==> config.mk <==
export PLATFORM = sky130hd
export DESIGN_NAME = btn_event_ctrl
export DESIGN_NICKNAME = d
export VERILOG_FILES = /design/src/rtl/btn_event_ctrl.sv
export SDC_FILE = /design/constraint.sdc
export NUM_CORES = 1
export LEC_CHECK = 0
export BUFFER_PORTS_ARGS = -buffer_cell sky130_fd_sc_hd__buf_4
export CAP_MARGIN = 20
export CORE_ASPECT_RATIO = 0.9
export CORE_MARGIN = 10
export CORE_UTILIZATION = 36
export DETAILED_ROUTE_END_ITERATION = 10
export GPL_ROUTABILITY_DRIVEN = 0
export PLACE_DENSITY_LB_ADDON = 0.2
export SYNTH_ARGS = -nofsm -noshare
export SYNTH_HDL_FRONTEND = slang
export SYNTH_SLANG_ARGS = --single-unit
==> constraint.sdc <==
create_clock -name clk -period 8.12 [get_ports clk]
set_clock_uncertainty 0.05 [all_clocks]
set_input_delay 0.406 -clock clk [delete_from_list [all_inputs] [get_ports clk]]
set_output_delay 0.406 -clock clk [all_outputs]
set_load 0.02 [all_outputs]
==> src/rtl/btn_event_ctrl.sv <==
// Multi-channel push-button front end: sync, debounce, and gesture
// classification into short press, double click and long press events.
module btn_event_ctrl #(
    parameter int                  CLK_FREQUENCY   = 48000000,
    parameter int                  NUM_BTNS        = 1,
    parameter logic [NUM_BTNS-1:0] BTN_ACTIVE_MASK = '1,
    parameter int                  DEBOUNCE_MS     = 10,
    parameter int                  LONG_PRESS_MS   = 1000,
    parameter int                  DOUBLE_CLICK_MS = 300
) (
    input  logic                clk,
    input  logic                rst_n,
    input  logic [NUM_BTNS-1:0] usr_btn,
    output logic [NUM_BTNS-1:0] pressed,
    output logic [NUM_BTNS-1:0] short_press,
    output logic [NUM_BTNS-1:0] double_click,
    output logic [NUM_BTNS-1:0] long_press,
    output logic [NUM_BTNS-1:0] long_hold
);

    localparam int DB_CLKS =
        int'((longint'(CLK_FREQUENCY) * DEBOUNCE_MS + 999) / 1000);
    localparam int LP_CLKS =
        int'((longint'(CLK_FREQUENCY) * LONG_PRESS_MS + 999) / 1000);
    localparam int DC_CLKS =
        int'((longint'(CLK_FREQUENCY) * DOUBLE_CLICK_MS + 999) / 1000);
    localparam int T_MAX = (LP_CLKS > DC_CLKS) ? LP_CLKS : DC_CLKS;
    localparam int DBW   = $clog2(DB_CLKS + 1);
    localparam int TW    = $clog2(T_MAX + 1);

    localparam logic [DBW-1:0] DB_LAST = DBW'(DB_CLKS - 1);
    localparam logic [TW-1:0]  LP_LAST = TW'(LP_CLKS - 1);
    localparam logic [TW-1:0]  DC_LAST = TW'(DC_CLKS - 1);
    localparam logic [TW-1:0]  T_SAT   = TW'(T_MAX);

    typedef enum logic [2:0] {
        IDLE,
        PRESSED,
        WAIT_2ND,
        PRESSED_2,
        LONG
    } state_t;

    for (genvar i = 0; i < NUM_BTNS; i++) begin : g_ch
        logic [1:0]     sync_q, sync_d;
        logic           btn_act;
        logic [DBW-1:0] db_cnt_q, db_cnt_d;
        logic           prs_q, prs_d;
        state_t         st_q, st_d;
        logic [TW-1:0]  tmr_q, tmr_d;
        logic           sp_q, sp_d;
        logic           dc_q, dc_d;
        logic           lp_q, lp_d;
        logic           lh_q, lh_d;

        always_comb begin
            sync_d   = {sync_q[0], usr_btn[i]};
            btn_act  = sync_q[1] ^ ~BTN_ACTIVE_MASK[i];
            prs_d    = prs_q;
            db_cnt_d = '0;
            if (btn_act != prs_q) begin
                if (db_cnt_q == DB_LAST) begin
                    prs_d = ~prs_q;
                end else begin
                    db_cnt_d = db_cnt_q + DBW'(1);
                end
            end
        end

        // The FSM reacts to the debounced edge in the same cycle it lands.
        always_comb begin
            st_d  = st_q;
            sp_d  = 1'b0;
            dc_d  = 1'b0;
            lp_d  = 1'b0;
            tmr_d = (tmr_q == T_SAT) ? tmr_q : tmr_q + TW'(1);
            unique case (st_q)
                IDLE: begin
                    if (prs_d) st_d = PRESSED;
                end
                PRESSED: begin
                    if (tmr_q == LP_LAST) begin
                        lp_d = 1'b1;
                        st_d = LONG;
                    end else if (!prs_d) begin
                        st_d = WAIT_2ND;
                    end
                end
                WAIT_2ND: begin
                    if (prs_d) begin
                        st_d = PRESSED_2;
                    end else if (tmr_q == DC_LAST) begin
                        sp_d = 1'b1;
                        st_d = IDLE;
                    end
                end
                PRESSED_2: begin
                    if (tmr_q == LP_LAST) begin
                        lp_d = 1'b1;
                        st_d = LONG;
                    end else if (!prs_d) begin
                        dc_d = 1'b1;
                        st_d = IDLE;
                    end
                end
                LONG: begin
                    if (!prs_d) st_d = IDLE;
                end
                default: st_d = IDLE;
            endcase
            if (st_d != st_q) tmr_d = '0;
            lh_d = (st_d == LONG);
        end

        always_ff @(posedge clk or negedge rst_n) begin
            if (!rst_n) begin
                sync_q   <= {2{~BTN_ACTIVE_MASK[i]}};
                db_cnt_q <= '0;
                prs_q    <= 1'b0;
                st_q     <= IDLE;
                tmr_q    <= '0;
                sp_q     <= 1'b0;
                dc_q     <= 1'b0;
                lp_q     <= 1'b0;
                lh_q     <= 1'b0;
            end else begin
                sync_q   <= sync_d;
                db_cnt_q <= db_cnt_d;
                prs_q    <= prs_d;
                st_q     <= st_d;
                tmr_q    <= tmr_d;
                sp_q     <= sp_d;
                dc_q     <= dc_d;
                lp_q     <= lp_d;
                lh_q     <= lh_d;
            end
        end

        assign pressed[i]      = prs_q;
        assign short_press[i]  = sp_q;
        assign double_click[i] = dc_q;
        assign long_press[i]   = lp_q;
        assign long_hold[i]    = lh_q;
    end

endmodule

==> reports/qor.yml <==
avgSynthCellArea_um2: 10.2
cts.sinks: 55
fin_setup_tns_ns: 0
cts_made_buffers: 5
die_w_um: 113
hold_violations: 0
antennaDiodeCount: 0
vias_per_cell: 4.95
hold_slack_ns: 0.0697
yosys.area.top_type: "dfrtp_1"
synth_edf_count: 0
via_count: 1902
drt-initial-drc-count: 91
grt_max_degree: 56
dr.pass1.iters: 4
peakVddDrop_mv: 0.0705
ant_nets: 0
core_area_mm2: 0.00754
dieArea_mm2: 0.0116
critPathLaunchType: "flop"
ys_warn_count: 0
area_delta_synth_final_pct: 10.6
tightestPinTransition_ns: 0.924
worst-endpoint-arrival_ns: 3.29
root_buffer: "clkbuf_8"
cap_violations: 0
grt.total_usage_pct: 9.30
ioPinCount: 8
yosysSeqAreaShare_pct: 49.5
cts_resized: 0
final_util_pct: 40.8
min_period_ns: 3.15
postSynthCellCount: 274
yosysTopAreaCellShare_pct: 49.5
wl_um: 5000
syn-num-nets: 280
outcome: "finished clean"
ys_types: 43
finalMaxSlewViolations: 0
fillers: 740
worstPathRequired_ns: 8.26
cp_max_fo: 17
nNetsFinal: 293
clock_latency_ns: 0.30
ys_ff_latch: 55
hold_class: "in -> async"
grt_pass1_wl_um: 9000
drc: 0
wl_per_cell_um: 13.0
portBuffers: 7
htreeDepth: 2
grt.overflow.total: 0
die-height_um: 103
min_period_over_period_pct: 38.8
rsz0062_at_grt: "no"
start_util_pct: 36.9
maxClockFrequency_mhz: 317
crit_type: "reg -> reg"
finalPower_uw: 499
drive_gt1_share_pct: 16.7
yosys-top-cells-area: "dfrtp_1, xor2_1, xnor2_1"
place_hpwl_um: 3540
cts_tree: "yes"
relSlewSlack_pct: 37.9
antenna_found_initial: 0
synth_flop_cell: "dfrtp_1"
cts_setup_buffers: 0
synth_area_mm2: 0.00278
yosysMostFrequentCell: "dfrtp_1"
cts_buffer_depth: 2
worstSetupEndpointType: "flop"
grt_pass1_vias: 1902
power.density_mw_per_mm2: 162
async_reset_ff_share_pct: 100
synthTopCellsByCount: "dfrtp_1, nor2_1, nand3_1, xor2_1, nor2_2"
setup_viol: 0
rows: 30
hold_buffers: 0
p_leak_uw: 0.00127
path_clk_slew_ns: 0.10
[kinds of logic after synthesis]
family / count (synthesis) / share of synthesized area (%)
flops: 55 / 49.5
buf+inv: 17 / 2.83
compound gates: 16 / 4.45
xor+xnor: 39 / 12.3
mux: 1 / 0.360
fa+ha+maj: 3 / 1.35
simple gates: 143 / 29.2
[final cells by class]
class | count | area, um2 | area share (%)
inverters | 13 | 48.8 | 1.59
clock buffers | 6 | 72.6 | 2.36
multi-input cells | 202 | 1330 | 43.1
repair buffers | 10 | 72.6 | 2.36
clock inverters | 2 | 60.1 | 1.95
well taps | 96 | 120 | 3.90
flip-flops and latches | 55 | 1380 | 44.7
[metrics by stage]
step	cell area (um2)	setup WS, ns	instances
after floorplan	2780	5.53	274
after global placement	2940	5.01	375
after detailed placement	2940	4.97	375
after CTS	3070	4.95	383
after global routing	3080	4.74	384
final	3080	4.97	384
[sequential cells by signal (all words and copies together), names as in the netlist]
register       cells
g_ch.tmr_q        26
g_ch.db_cnt_q     19
g_ch.st_q          3
g_ch.sync_q        2
double_click       1
long_hold          1
long_press         1
pressed            1
short_press        1
[critical path, stage by stage, from the launching register on]
cell	delay (ns)
dfrtp_1	0.42
ha_1	0.22
nand3_2	0.14
or4_4	0.58
o41a_1	0.42
o211a_1	0.24
nor3_4	0.51
buf_4	0.37
nor2_1	0.08
[path summary, 6_finish.rpt]
check | startpoint | endpoint | slack, ns | depth (start not counted)
max | g_ch[0].tmr_q[1]$_DFFE_PN0P_ | g_ch[0].tmr_q[1]$_DFFE_PN0P_ | 4.97 | 8
min | rst_n | g_ch[0].db_cnt_q[15]$_DFF_PN0_ | 0.07 | 1
max reg2reg | g_ch[0].tmr_q[1]$_DFFE_PN0P_ | g_ch[0].tmr_q[1]$_DFFE_PN0P_ | 4.97 | 8
min reg2reg | g_ch[0].sync_q[0]$_DFF_PN0_ | g_ch[0].sync_q[1]$_DFF_PN0_ | 0.33 | 0
max in group asynchronous | rst_n | g_ch[0].tmr_q[10]$_DFFE_PN0P_ | 7.47 | 1
min in group clk | usr_btn | g_ch[0].sync_q[0]$_DFF_PN0_ | 0.16 | 1
[report_power, final]
| group | switching [uW] | internal, uW |
|---|---|---|
| Clock | 88.8 | 123 |
| Sequential | 1.37 | 275 |
| Combinational | 7.69 | 2.34 |
| Total | 97.9 | 401 |
[layer usage]
metal	wire length, um	track usage [%]
met2	2260	14.8
met1	2520	12.0
met3	164	2.13
met4	53	3.80
met5	0	0
[cells in the final DEF (no fill, tap or decap), types with 2 or more instances in the layout]
cell type,count
dfrtp_1,55
nor2_1,35
nand3_1,24
xor2_1,21
nor2_2,20
xnor2_1,18
inv_1,13
nand2_1,13
buf_4,9
nand4_1,6
nor3_1,6
a21oi_1,5
nor4_1,5
clkbuf_8,5
and4_1,4
and3_1,4
o21ai_0,4
or3_1,4
and2_1,3
ha_1,3
nor4b_1,2
nor4bb_1,2
nand4b_1,2
or2_2,2
bufinv_16,2
Note: power is estimated with default switching activity, not from simulation.
